<file path="src/rtl/in_port_capture.sv">
// Input port: synchronizes and debounces 8 switches plus a load button, then captures the byte.
// Optional sticky overrun flag is built only when IN_PORT_OVERRUN_EN is defined.
module in_port_capture #(
  parameter int unsigned DEBOUNCE_CYCLES = 16
) (
  input  logic        clk,
  input  logic        clr,
  input  logic [7:0]  switches,
  input  logic        strobe,
  input  logic        InPortRead,
  output logic [31:0] data_out,
  output logic        data_ready,
  output logic        overrun
);

  localparam int unsigned CntW = $clog2(DEBOUNCE_CYCLES);
  localparam logic [CntW-1:0] CntMax = CntW'(DEBOUNCE_CYCLES - 1);

  logic [7:0]      sw_meta_q, sw_s_q;
  logic            stb_meta_q, stb_s_q;
  logic            deb_level_q, deb_level_d;
  logic [CntW-1:0] cnt_q, cnt_d;
  logic [7:0]      data_q, data_d;
  logic            ready_q, ready_d;
  logic            cap;

  always_ff @(posedge clk) begin
    if (clr) begin
      sw_meta_q   <= '0;
      sw_s_q      <= '0;
      stb_meta_q  <= 1'b0;
      stb_s_q     <= 1'b0;
      deb_level_q <= 1'b0;
      cnt_q       <= '0;
      data_q      <= '0;
      ready_q     <= 1'b0;
    end else begin
      sw_meta_q   <= switches;
      sw_s_q      <= sw_meta_q;
      stb_meta_q  <= strobe;
      stb_s_q     <= stb_meta_q;
      deb_level_q <= deb_level_d;
      cnt_q       <= cnt_d;
      data_q      <= data_d;
      ready_q     <= ready_d;
    end
  end

  // Level flips only after DEBOUNCE_CYCLES consecutive mismatching samples; a rising flip is a capture.
  always_comb begin
    deb_level_d = deb_level_q;
    cnt_d       = cnt_q;
    cap         = 1'b0;
    if (stb_s_q == deb_level_q) begin
      cnt_d = '0;
    end else if (cnt_q == CntMax) begin
      deb_level_d = stb_s_q;
      cnt_d       = '0;
      cap         = stb_s_q;
    end else begin
      cnt_d = cnt_q + 1'b1;
    end
  end

  always_comb begin
    data_d  = data_q;
    ready_d = ready_q;
    if (cap) begin
      data_d  = sw_s_q;
      ready_d = 1'b1;
    end else if (InPortRead) begin
      ready_d = 1'b0;
    end
  end

`ifdef IN_PORT_OVERRUN_EN
  logic ovr_q, ovr_d;

  // A read coinciding with a capture consumed the old value, so no overrun.
  always_comb begin
    ovr_d = ovr_q;
    if (cap) begin
      if (InPortRead) begin
        ovr_d = 1'b0;
      end else if (ready_q) begin
        ovr_d = 1'b1;
      end
    end else if (InPortRead) begin
      ovr_d = 1'b0;
    end
  end

  always_ff @(posedge clk) begin
    if (clr) begin
      ovr_q <= 1'b0;
    end else begin
      ovr_q <= ovr_d;
    end
  end

  assign overrun = ovr_q;
`else
  assign overrun = 1'b0;
`endif

  assign data_out   = {24'h0, data_q};
  assign data_ready = ready_q;

endmodule

</file>
<file path="config.mk">
export PLATFORM = sky130hd
export DESIGN_NAME = in_port_capture
export DESIGN_NICKNAME = d
export VERILOG_FILES = /design/src/rtl/in_port_capture.sv
export SDC_FILE = /design/constraint.sdc
export NUM_CORES = 1
export LEC_CHECK = 0
export BUFFER_PORTS_ARGS = -buffer_cell sky130_fd_sc_hd__buf_4
export CORE_UTILIZATION = 30
export DETAILED_ROUTE_END_ITERATION = 6
export GPL_ROUTABILITY_DRIVEN = 0
export PLACE_DENSITY = 0.62
export SYNTH_ARGS = -nofsm -noshare
export SYNTH_HDL_FRONTEND = slang
export SYNTH_SLANG_ARGS = --single-unit
</file>
<file path="constraint.sdc">
create_clock -name clk -period 2 [get_ports clk]
set_input_delay 0.4 -clock clk [delete_from_list [all_inputs] [get_ports clk]]
set_output_delay 0.4 -clock clk [all_outputs]
set_load 0.005 [all_outputs]
</file>
==> results of run 1 <==
-- report_power, final --
part	switching, mW	total (mW)	internal, mW
Sequential	0.00446	0.660	0.655
Clock	0.205	0.485	0.280
Combinational	0.0265	0.0558	0.0292
-- metal layers --
metal	up-vias	part of all wire	global-route usage
met5	-	0	0
met4	0	0	0.0399
met3	0	0.077	0.0490
met2	35	0.47	0.125
met1	300	0.45	0.0888
li1	371	-	-
-- registers in the layout, indices dropped and copies added (netlist names) --
signal,flops
sw_s_q,8
stb_s_q,1
deb_level_q,1
sw_meta_q,8
data_q,8
stb_meta_q,1
cnt_q,4
data_ready,1
-- path summary, 6_finish.rpt --
kind	start	to
worst max-delay path	cnt_q[0]	data_q[3]
worst min-delay path	switches[1]	sw_meta_q[1]
worst max register to register	cnt_q[0]	data_q[3]
worst min register to register	stb_meta_q	stb_s_q
-- per-stage QoR --
step	cell area [um2]	worst slack [ps]	instances	util	hold slack (ps)
6_report	1470	635	195	0.361	335
5_1_grt	1470	544	195	0.361	328
4_1_cts	1470	623	195	0.361	327
3_5_place_dp	1380	646	187	0.339	423
3_3_place_gp	1380	704	187	0.339	424
2_1_floorplan	1370	776	146	-	414
-- layout by cell type (no fill, tap or decap) --
| cell | n |
|---|---|
| and3b_1 | 1 |
| buf_4 | 21 |
| clkbuf_1 | 2 |
| clkbuf_8 | 6 |
| conb_1 | 25 |
| dfxtp_1 | 32 |
| ha_1 | 1 |
| inv_1 | 1 |
| mux2i_1 | 9 |
| nand2b_1 | 16 |
| nand3_1 | 1 |
| nand3_2 | 1 |
| nand3b_1 | 1 |
| nor2_1 | 4 |
| nor2b_1 | 19 |
| nor3b_2 | 1 |
| o21ba_1 | 1 |
| xor2_1 | 3 |
-- cell families after synthesis --
logic type / share of synthesized area
muxes: 0.0704
AOI/OAI and AO/OA: 0.00782
and+or+nand+nor: 0.217
buffers and inverters: 0.171
other: 0.00293
DFF: 0.500
adders and majority gates: 0.00977
xor gates and xnor gates: 0.0205
-- worst reg2reg max path: cells and delay by family, from the launching register on --
kind	cells	cell delay (ps)
flops	1	360
simple gates	2	300
fa+ha+maj	1	210
mux	1	210
buf+inv	1	210
-- cells in the mapped netlist (all sizes together) --
| library cell | count |
|---|---|
| clkbuf | 4 |
| nor2b | 19 |
| nor3b | 1 |
| nand3 | 2 |
| nor2 | 4 |
| ha | 1 |
| xor2 | 3 |
| o21ba | 1 |
| nand3b | 1 |
| mux2i | 9 |
| conb | 1 |
| dfxtp | 32 |
| nand2b | 16 |
| and3b | 1 |
| inv | 1 |
| buf | 26 |
-- area by class of cell --
class	count	area [um2]	share of cell area
Tap cell	50	62.6	0.0427
Timing Repair Buffer	21	158	0.108
Inverter	1	3.75	0.00256
Multi-Input combinational cell	83	510	0.348
Sequential cell	32	641	0.437
Clock buffer	8	90.1	0.0615
==> impl_results.md, run 1 <==
- Status: finished, final reports clean
- DP HPWL: about 1200 um
- Top cell type's share of synthesized area: 0.500
- Initial antenna violation count: 0
- Layout cells sized above 1: 0.200
- Syn-to-layout area delta: 14.5%
- Fmax: between 700 and 800 MHz
- Clock Path Buffers: 2
- Reg2Reg Depth: 5
- Die Wd: 67.3 um
- CTS tree: done
- Area leader, netlist: dfxtp_1
- Setup Skew: 4.45 ps
- Final TNS setup: 0 ps
- Clock latency on the worst-skew pair: ~270 ps
- Hold buffers post-CTS: 0
- # setup viols final: 0
- Worst Setup End Kind: flop
- Area of the die: 4530 um2
- Seq/Total Area, Yosys: 0.500
- CP max-delay cell: dfxtp_1
- Synth cell types: 19
- Worst hold path depth: 2
- Syn Inst Count: roughly 120
- CP arrival: 1560 ps
- First-pass GRT wire length: 2630 um
- Crit path depth: 5
- Ranking of synthesized cells by area: dfxtp_1 50%, buf_4 15%, nor2b_1 9.3%, nand2b_1 7.8%, mux2i_1 7.0%
- Post_cts resized: 0
- RSZ-0062 raised after global routing: no
- Max-cap violations: 0
- Final Hold Vio Count: 0
- Drt drc: 0
- FILL cells: roughly 410
- Syn avg cell area: 10.5 um2
- Post-synthesis register bit count: 32
- Pwr dens: 819 nW/um2
- Drt total wl: between 1500 and 2000 um
- Max FO, Critical Path: 9
- Overflow after GRT: 0
- Initial core utilization: 0.315
- DR WL/cell: just over 8 um
- I/O Buffers: 20
- CP top delay family: flip-flops
- Max Slew Vio Count: 0
- Drt via density: about 3.6
- Core Area: roughly 4100 um2
- Final #Nets: around 160
- Peak VDD IR: roughly 0.00043 V
- Crit-path max cell delay: 360 ps
- Period Utilization, post-route: 0.683
- Pin count of the biggest net entering global routing: 39
- Post-CTS Setup Inserts: 0
- # IOs: between 40 and 50
- Design Power: approximately 1.2 mW
- Min-Delay Path Class: input pin to flop
- ANT cells: 0
- Pre-Repair DR Iteration Count: 2
- CTS Buf Count: 5
- Min cycle time layout: between 1000 and 1500 ps
- Final antenna-violating net count: 0
- Critical path required time: between 2000 and 2500 ps
- H-tree depth: 2
- Vias in the first global route: roughly 630
- Total track usage: 0.0816
- Reg clk slew, reported paths: around 60 ps
- Critical path class: flop to flop
- Reg2Reg Setup Slack: about 630 ps
- Vias: about 700
- Clk root buf: clkbuf_8
- Initial drt markers: 17
- Mapped cell area: ~1300 um2
- Leak: roughly 0.65 nW
- Critical Path, Cell by Cell: ha_1 > nand3_2 > nor3b_2 > buf_4 > mux2i_1
- Rows: 23
- Critical path buffers and inverters: 1
- Worst setup SP type: flop
- Synth warn: 0
- Die height: slightly below 70 um
- Clock sinks: 32
Note: power is estimated with default switching activity, not from simulation.
==> run 2, diff against run 1 <==
--- a/config.mk
+++ b/config.mk
@@ -9,7 +9,7 @@
 export CORE_UTILIZATION = 30
 export DETAILED_ROUTE_END_ITERATION = 6
 export GPL_ROUTABILITY_DRIVEN = 0
-export PLACE_DENSITY = 0.62
+export PLACE_DENSITY = 0.64
 export SYNTH_ARGS = -nofsm -noshare
 export SYNTH_HDL_FRONTEND = slang
 export SYNTH_SLANG_ARGS = --single-unit
==> constraint.sdc (replaced) <==
create_clock -name clk -period 1.24 [get_ports clk]
set_input_delay 0.248 -clock clk [delete_from_list [all_inputs] [get_ports clk]]
set_output_delay 0.248 -clock clk [all_outputs]
set_load 0.005 [all_outputs]
==> impl_results.md, run 2 (synthesis gave the netlist of run 1 again) <==
- Total track usage: 0.0861 (+0.00446)
- Top sig layer: met4
- Worst Setup End Kind: flop
- DP HPWL: 1220 um (+3.0%)
- Reg clk slew, reported paths: 60 ps (about the same)
- Worst setup path startpoint: cnt_q[1]
- Clk root buf: clkbuf_8
- Peak VDD IR: 0.000481 V (+11%)
- Met2 wire len: 823 um (+7.9%)
- DR WL/cell: 8.83 um (+7.1%)
- Pin count of the biggest net entering global routing: 39 (unchanged)
- Util after Layout: 0.377 (+0.0154)
- Initial drt markers: 27 (+10)
- CTS tree: done
- Drt via density: 3.66 (+1.0%)
- Clock sinks: 32 (unchanged)
- Status: finished, final reports clean
- Syn-to-layout area delta: 19.4%
- Area of the die: 4530 um2 (unchanged)
- Multi-input gate area: 537 um2 (+5.1%)
- Design Power: 1.94 mW (+62%)
- Pre-Repair DR Iteration Count: 4 (+2)
- Max-cap violations: 0 (unchanged)
- Drt drc: 0 (unchanged)
- Min cycle time layout: 1230 ps (-139 ps)
- I/O Buffers: 20 (unchanged)
- FILL cells: 407 (+0.49%)
- Worst R2R Start: cnt_q[1]
- Clock Path Buffers: 2 (unchanged)
- Met3 Wirelength: 130 um (+4.8%)
- CTS Buf Count: 5 (unchanged)
- Area occupied by registers: 643 um2 (+0.39%)
- Critical path class: flop to flop
- Reg2Reg Setup Slack: 10 ps (-620 ps)
- Final Hold Vio Count: 0 (unchanged)
- Pwr dens: 1270 nW/um2 (+55%)
- Period Utilization, post-route: 0.989 (+0.307)
- Layout cells sized above 1: 0.242 (+0.0416)
- # setup viols final: 0 (unchanged)
- Drt total wl: 1760 um (+9.3%)
- Setup crit end: data_q[1]
- Setup Skew: 3.05 ps (-1.40 ps)
- Reg2Reg Depth: 5 (unchanged)
- Placed Area: 1390 um2 (+1.1%)
- Biggest regs: data_q: 8 flops, sw_meta_q: 8 flops, sw_s_q: 8 flops
- Post-Layout Inst Area: 1530 um2 (+4.3%)
- Final TNS setup: 0 ps (unchanged)
- Die Wd: 67.3 um (unchanged)
- H-tree depth: 2 (unchanged)
- Fmax: 815 MHz (+11%)
- Minimum hold slack: 183 ps (-152 ps)
- Min-Delay Path Class: input pin to flop
- First-pass GRT wire length: 2770 um (+5.3%)
- Critical path required time: 1440 ps (-760 ps)
- Rows: 23 (unchanged)
- ANT cells: 0 (unchanged)
- Most frequent cells in the layout: 30 x dfxtp_1, 25 x conb_1, 24 x buf_4
- Final #Nets: 161 (+2.5%)
- Die height: 67.3 um (unchanged)
- WL met1: 748 um (+3.7%)
- Overflow after GRT: 0 (unchanged)
- Clock latency on the worst-skew pair: 270 ps (about the same)
- Max FO, Critical Path: 4 (-5)
- Leak: 0.665 nW (+3.0%)
- Initial core utilization: 0.315 (unchanged)
- CP arrival: 1430 ps (-130 ps)
- Core Area: 4060 um2 (unchanged)
- Most common cell after layout, fill and taps aside: dfxtp_1
- Initial antenna violation count: 0 (unchanged)
- Worst setup SP type: flop
- # IOs: 46 (unchanged)
- Final antenna-violating net count: 0 (unchanged)
- RSZ-0062 raised after global routing: yes
- Vias: 728 (+3.1%)
- R2r endpoint: data_q[1]
- Vias in the first global route: 634 (unchanged)
- Max Slew Vio Count: 0 (unchanged)
-- run 2: timing repair --
action,in CTS,in global routing
endpoints found under the setup margin,9,8
gates resized for setup,7,1
endpoints found under the hold margin,0,0
hold buffers,0,0
cloned,1,0
buffers inserted,1,0
pin swaps,2,0
-- run 2: metrics by stage --
step / cells / setup slack [ps]
after floorplan: 146 / 16.4
after global placement: 189 / -2.94
after detailed placement: 189 / -72.3
after CTS: 199 / 3.97
after global routing: 199 / -72.3
final: 199 / 13.3
-- run 2: per-layer routing --
layer,vias to the layer above,track usage
li1,377,-
met1,312,0.0945
met2,33,0.131
met3,6,0.0372
met4,0,0.0638
met5,-,0
-- run 2: power breakdown --
| group | switching [mW] | internal [mW] |
|---|---|---|
| Sequential | 0.00725 | 1.06 |
| Clock | 0.333 | 0.451 |
| Combinational | 0.0446 | 0.0491 |
| Total | 0.385 | 1.56 |
-- run 2: worst min path at each step --
stage	start	end	slack, ps	cells past startpoint
after floorplan	strobe	stb_meta_q	380	1
after detailed placement	sw_meta_q[6]	sw_s_q[6]	420	1
after global placement	sw_meta_q[6]	sw_s_q[6]	420	1
final	switches[2]	sw_meta_q[2]	180	2
after global routing	switches[1]	sw_meta_q[1]	170	2
after CTS	switches[6]	sw_meta_q[6]	180	2
-- run 2: final cells by class --
cell class / instances / share of cell area
repair buffers: 25 / 0.125
clock buffers: 8 / 0.0590
well taps: 50 / 0.0409
inverters: 1 / 0.00246
multi-input cells: 83 / 0.351
flip-flops and latches: 32 / 0.421
-- run 2: critical path, cell delays in order, from the launching register on --
cell	delay [ps]
dfxtp_2	350
ha_4	150
nand3_4	80
nor3b_4	210
buf_4	180
mux2i_1	190
